## src/rtl/axi_ram_read_beat_gen.sv

```systemverilog
// rtl/axi_ram_read_beat_gen.sv - AXI read-channel beat generator: burst address sequencing, RAM reads, 2-deep beat buffer
// One RAM read per beat is issued only when the buffer is guaranteed room, so backpressure never drops a beat.
module axi_ram_read_beat_gen #(
   parameter int DATA_WIDTH = 64,
   parameter int ADDR_WIDTH = 32,
   parameter int LEN_WIDTH  = 8
) (
   input  logic                  clk,
   input  logic                  rst,
   input  logic [ADDR_WIDTH-1:0] cmd_addr,
   input  logic [LEN_WIDTH-1:0]  cmd_len,
   input  logic [1:0]            cmd_burst,
   input  logic                  cmd_valid,
   output logic                  cmd_ready,
   output logic                  mem_en,
   output logic [ADDR_WIDTH-1:0] mem_addr,
   input  logic [DATA_WIDTH-1:0] mem_rdata,
   output logic [DATA_WIDTH-1:0] u_data,
   output logic                  u_valid,
   output logic                  u_last,
   input  logic                  u_ready
);
   localparam int STEP_SHIFT = $clog2(DATA_WIDTH / 8);
   localparam logic [ADDR_WIDTH-1:0] STEP = ADDR_WIDTH'(DATA_WIDTH / 8);
   localparam logic [1:0] MODE_FIXED = 2'd0;
   localparam logic [1:0] MODE_INCR  = 2'd1;
   localparam logic [1:0] MODE_WRAP  = 2'd2;

   typedef enum logic {IDLE, ISSUE} state_t;

   state_t                state_q, state_d;
   logic [ADDR_WIDTH-1:0] addr_q, addr_d;
   logic [ADDR_WIDTH-1:0] wrap_mask_q, wrap_mask_d;
   logic [1:0]            mode_q, mode_d;
   logic [LEN_WIDTH-1:0]  remaining_q, remaining_d;
   logic                  inflight_q, inflight_d;
   logic                  inflight_last_q, inflight_last_d;
   logic [DATA_WIDTH-1:0] buf_data_q [2];
   logic [DATA_WIDTH-1:0] buf_data_d [2];
   logic                  buf_last_q [2];
   logic                  buf_last_d [2];
   logic                  wr_ptr_q, wr_ptr_d;
   logic                  rd_ptr_q, rd_ptr_d;
   logic [1:0]            count_q, count_d;

   logic                  wrap_legal;
   logic                  pop;
   logic                  issue;
   logic [2:0]            occupancy;
   logic [ADDR_WIDTH-1:0] incr_addr;
   logic [ADDR_WIDTH-1:0] next_addr;

   always_comb begin
      pop       = (count_q != 2'd0) && u_ready;
      // Entries that will be held after this edge if nothing new is issued.
      occupancy = 3'(count_q) + 3'(inflight_q) - 3'(pop);
      issue     = (state_q == ISSUE) && (occupancy < 3'd2) && !rst;
      cmd_ready = (state_q == IDLE) && !rst;

      wrap_legal = (cmd_len == LEN_WIDTH'(1)) || (cmd_len == LEN_WIDTH'(3)) ||
                   (cmd_len == LEN_WIDTH'(7)) || (cmd_len == LEN_WIDTH'(15));

      incr_addr = addr_q + STEP;
      case (mode_q)
         MODE_FIXED: next_addr = addr_q;
         MODE_WRAP:  next_addr = (addr_q & ~wrap_mask_q) | (incr_addr & wrap_mask_q);
         default:    next_addr = incr_addr;
      endcase
   end

   always_comb begin
      state_d         = state_q;
      addr_d          = addr_q;
      wrap_mask_d     = wrap_mask_q;
      mode_d          = mode_q;
      remaining_d     = remaining_q;
      buf_data_d      = buf_data_q;
      buf_last_d      = buf_last_q;
      wr_ptr_d        = wr_ptr_q;
      rd_ptr_d        = rd_ptr_q;
      inflight_d      = issue;
      inflight_last_d = issue && (remaining_q == '0);

      if (cmd_valid && cmd_ready) begin
         addr_d      = cmd_addr;
         remaining_d = cmd_len;
         wrap_mask_d = ((ADDR_WIDTH'(cmd_len) + ADDR_WIDTH'(1)) << STEP_SHIFT) - ADDR_WIDTH'(1);
         state_d     = ISSUE;
         if (cmd_burst == MODE_FIXED)
            mode_d = MODE_FIXED;
         else if (cmd_burst == MODE_WRAP && wrap_legal)
            mode_d = MODE_WRAP;
         else
            mode_d = MODE_INCR;
      end

      if (issue) begin
         remaining_d = remaining_q - LEN_WIDTH'(1);
         addr_d      = next_addr;
         if (remaining_q == '0)
            state_d = IDLE;
      end

      // RAM data is valid the cycle after the read strobe, which is when inflight_q is set.
      if (inflight_q) begin
         buf_data_d[wr_ptr_q] = mem_rdata;
         buf_last_d[wr_ptr_q] = inflight_last_q;
         wr_ptr_d             = !wr_ptr_q;
      end
      if (pop)
         rd_ptr_d = !rd_ptr_q;

      count_d = count_q + 2'(inflight_q) - 2'(pop);
   end

   always_ff @(posedge clk) begin
      if (rst) begin
         state_q         <= IDLE;
         addr_q          <= '0;
         wrap_mask_q     <= '0;
         mode_q          <= MODE_INCR;
         remaining_q     <= '0;
         inflight_q      <= 1'b0;
         inflight_last_q <= 1'b0;
         buf_data_q      <= '{default: '0};
         buf_last_q      <= '{default: 1'b0};
         wr_ptr_q        <= 1'b0;
         rd_ptr_q        <= 1'b0;
         count_q         <= 2'd0;
      end else begin
         state_q         <= state_d;
         addr_q          <= addr_d;
         wrap_mask_q     <= wrap_mask_d;
         mode_q          <= mode_d;
         remaining_q     <= remaining_d;
         inflight_q      <= inflight_d;
         inflight_last_q <= inflight_last_d;
         buf_data_q      <= buf_data_d;
         buf_last_q      <= buf_last_d;
         wr_ptr_q        <= wr_ptr_d;
         rd_ptr_q        <= rd_ptr_d;
         count_q         <= count_d;
      end
   end

   assign mem_en   = issue;
   assign mem_addr = addr_q;
   assign u_valid  = (count_q != 2'd0);
   assign u_data   = buf_data_q[rd_ptr_q];
   assign u_last   = buf_last_q[rd_ptr_q] && u_valid;

endmodule

```

## config.mk

```make
export PLATFORM = sky130hd
export DESIGN_NAME = axi_ram_read_beat_gen
export DESIGN_NICKNAME = d
export VERILOG_FILES = /design/src/rtl/axi_ram_read_beat_gen.sv
export SDC_FILE = /design/constraint.sdc
export NUM_CORES = 1
export LEC_CHECK = 0
export ABC_AREA = 1
export CAP_MARGIN = 0
export CELL_PAD_IN_SITES_DETAIL_PLACEMENT = 1
export CELL_PAD_IN_SITES_GLOBAL_PLACEMENT = 1
export CORE_UTILIZATION = 38
export CTS_BUF_LIST = sky130_fd_sc_hd__clkbuf_4 sky130_fd_sc_hd__clkbuf_8
export DETAILED_ROUTE_END_ITERATION = 10
export GPL_ROUTABILITY_DRIVEN = 0
export HOLD_SLACK_MARGIN = 0.03
export PLACE_DENSITY_LB_ADDON = 0.1
export SLEW_MARGIN = 20
export SYNTH_ARGS = -nofsm -noshare
export SYNTH_HDL_FRONTEND = slang
export SYNTH_SLANG_ARGS = --single-unit
```

## constraint.sdc

```tcl
create_clock -name clk -period 7.49 [get_ports clk]
set_input_delay 1.498 -clock clk [delete_from_list [all_inputs] [get_ports clk]]
set_output_delay 1.498 -clock clk [all_outputs]
set_load 0.01 [all_outputs]
```

==> metrics.md <==
| Metric | Value |
|---|---|
| Top_reg_cell synth | `dfxtp_1` |
| Synth Instances | `1,444` |
| Synth warnings | `0` |
| Port buffer count | `209` |
| Outcome | `complete, no violations` |
| Total Wirelength | `29,500 um` |
| Reg-to-Reg Start | `count_q[1]` |
| FP Rows | `56` |
| CP Launch Type | `primary input` |
| Setup CP Type | `primary input to output port` |
| Layout Area Growth over Synthesis | `28.9%` |
| Routed len/inst | `15.3 um` |
| Critical Path AT | `4.19 ns` |
| Final Max Tran Viols | `0` |
| Cells along the critical path | `clkdlybuf4s50_1 > nand2_1 > inv_1 > ha_1 > inv_1 > ha_1 > inv_1 > fa_1 > and3_4 > nand2_4 > inv_2 > clkdlybuf4s50_1` |
| HP Class | `register to register` |
| Hold depth | `2` |
| Least-Margin Pin Slew | `0.804 ns` |
| Antenna-violating nets left | `0` |
| Starting Density | `39.1%` |
| CTS tree | `built` |
| EDFF count, synth | `0` |
| Count leader, synth | `nand2_1` |
| Fin Hold WS | `0.479 ns` |
| Hold-fix buffer count after cts | `0` |
| Setup bufs post-CTS | `0` |
| WP data required | `5.99 ns` |
| DIE WIDTH | `158 um` |
| Commonest cells post-synth | `nand2_1 (384), nor2_1 (362), dfxtp_1 (189)` |
| Worst R2R Setup Slack | `3.98 ns` |
| Via density | `4.94` |
| Initial antenna violation count | `3` |
| Synth unique cells | `40` |
| H-Tree Level Count | `4` |
| Worst Skew | `0.0286 ns` |
| Total number of vias | `9,571` |
| First-pass GRT wire length | `47,200 um` |
| Top cells by area, synth | `dfxtp_1 (41%), nand2_1 (16%), nor2_1 (15%)` |
| Fmax | `0.176 GHz` |
| Synth Register Bits | `189` |
| HPWL after DPL | `19,600 um` |
| Fin. Hold Viols | `0` |
| Nets | `1,719` |
| Rel. slew slack | `46.4%` |
| # setup viols final | `0` |
| RSZ-0062 raised after global routing | `no` |
| DRC | `0` |
| Number of global-route vias before repair | `9,561` |
| Static leakage | `5.10 nW` |
| Clk_lat worst skew | `0.49 ns` |
| Crit path max-delay cell type | `clkdlybuf4s50_1` |
| Hold Path End | `wrap_mask_q[9]` |
| Pin count of the biggest net entering global routing | `87` |
| Design area | `0.0119 mm^2` |
| Pre-Repair DR Iteration Count | `4` |
| DP Area | `0.0115 mm^2` |
| Min Tclk post-route | `5.69 ns` |
| Synth Cell Area | `0.00922 mm^2` |
| Core area | `0.0236 mm^2` |
| Clk buf depth | `2` |
| CP Buf/Inv Count | `6` |
| CTS sink cnt | `189` |
| Die area | `0.0249 mm^2` |
| Crit path max-delay family | `buffers and inverters` |
| Final Power | `0.00319 W` |
| Clock root buffer | `clkbuf_8` |
| Grt total ovfl | `0` |
| Max Cap Violations | `0` |
| Worst hold start | `wrap_mask_q[9]` |
| Clk slew on worst S/H paths | `0.11 ns` |
| Syn nets | `1,561` |
| Crit end category | `output port` |
| Top-level I/O count | `210` |
| Total negative slack | `0 ns` |
| # resized after CTS | `0` |
| Share of the synthesized area in the top cell type | `41.0%` |
| Async set-or-reset flop fraction in the synthesized netlist | `0%` |
| Pwr dens | `268 mW/mm^2` |
| Crit path max fanout | `27` |
| Cell taking the most area after synthesis | `dfxtp_1` |
| Sequential element share of the synthesized area | `41.0%` |
| Share of cells above drive strength 1 | `5.45%` |
| CTS Buf Count | `17` |
| CP max stage delay | `0.53 ns` |
| Worst VDD drop | `0.145 mV` |
| DRT iter0 DRCs | `418` |
| Die Span Y | `158 um` |
| Final cycle utilization of the critical path | `76.0%` |
| Worst reg2reg path depth | `17` |
| Total track usage | `23.8%` |
| Crit-path most repeated cell | `inv_1` |
| Synthesized area per cell | `6.39 um^2` |
how the worst max path moves through the flow:
stage | startpoint | end | slack [ns] | depth (start not counted)
after global routing | u_ready | mem_en | 1.65 | 12
final | u_ready | mem_en | 1.80 | 12
after floorplan | u_ready | mem_en | 2.88 | 11
after CTS | u_ready | mem_en | 1.80 | 12
after global placement | u_ready | mem_en | 1.82 | 12
after detailed placement | u_ready | mem_en | 1.80 | 12
power breakdown:
| part | internal [W] | leakage, nW | switching [W] |
|---|---|---|---|
| clock | 0.000259 | 0.206 | 0.000436 |
| combinational | 0.000509 | 3.35 | 0.000658 |
| sequential | 0.00119 | 1.54 | 0.000132 |
| total | 0.00196 | 5.10 | 0.00123 |
worst register-to-register path, stage by stage, from the launching register on:
cell	delay [ns]
dfxtp_1	0.36
nor2_1	0.14
inv_1	0.08
nand2_1	0.10
inv_1	0.05
ha_1	0.26
inv_1	0.06
ha_1	0.13
inv_1	0.05
fa_1	0.51
and3_4	0.20
nand2_4	0.19
a21oi_4	0.60
o21ai_2	0.08
buf_4	0.29
nand2_1	0.12
nand2_1	0.06
a21oi_1	0.17
cells by family (layout without fill, tap and decap cells):
kind of cell    Yosys count  count (layout)  synth area share [%]
simple gates            834             834                  35.9
compound gates          222             222                  12.8
flops                   189             189                  41.0
buf+inv                 175             346                  7.61
xor+xnor                 17              17                  1.61
fa+ha+maj                 7               7                  1.03
other cells               0               3                     0
layer usage:
layer | GRT usage [%] | routed length, um | vias to the layer above | part of all wire, %
met2 | 41.2 | 14000 | 183 | 47
met1 | 30.4 | 13800 | 4525 | 47
met3 | 4.24 | 1360 | 23 | 4.6
met4 | 6.06 | 386 | 0 | 1.3
li1 | - | - | 4840 | -
met5 | 0 | 0 | - | 0
stage by stage:
stage / cells / worst slack, ns / util [%]
after global routing: 1935 / 1.65 / 50.3
after CTS: 1934 / 1.80 / 50.3
after detailed placement: 1902 / 1.80 / 48.5
after floorplan: 1444 / 2.88 / -
final: 1937 / 1.80 / 50.4
after global placement: 1902 / 1.82 / 48.5
cells in the final DEF (no fill, tap or decap), types with 2 or more instances in the layout:
cell	n
nand2_2	2
nand4_1	9
nand3_1	42
nor3_1	11
a21oi_1	29
nor2_4	2
clkinv_4	3
o21ai_0	166
dfxtp_1	188
inv_8	2
buf_4	11
nand2_1	383
inv_6	3
inv_2	6
clkbuf_8	17
a22oi_1	2
o22ai_1	2
clkinv_8	6
or2_2	4
nor2_1	361
xor2_1	16
diode_2	3
a31oi_1	5
inv_1	87
clkdlybuf4s50_1	209
ha_1	6
nor2_2	14
a21oi_2	9
o211ai_1	3
cell type report:
| class | instances | area, um^2 |
|---|---|---|
| Clock inverter | 14 | 173 |
| Tap cell | 319 | 399 |
| Clock buffer | 18 | 241 |
| Antenna cell | 3 | 7.51 |
| Timing Repair Buffer | 220 | 2170 |
| Multi-Input combinational cell | 1080 | 4750 |
| Fill cell | 3151 | 11700 |
| Inverter | 94 | 355 |
| Sequential cell | 189 | 3780 |
Note: power is estimated with default switching activity, not from simulation.
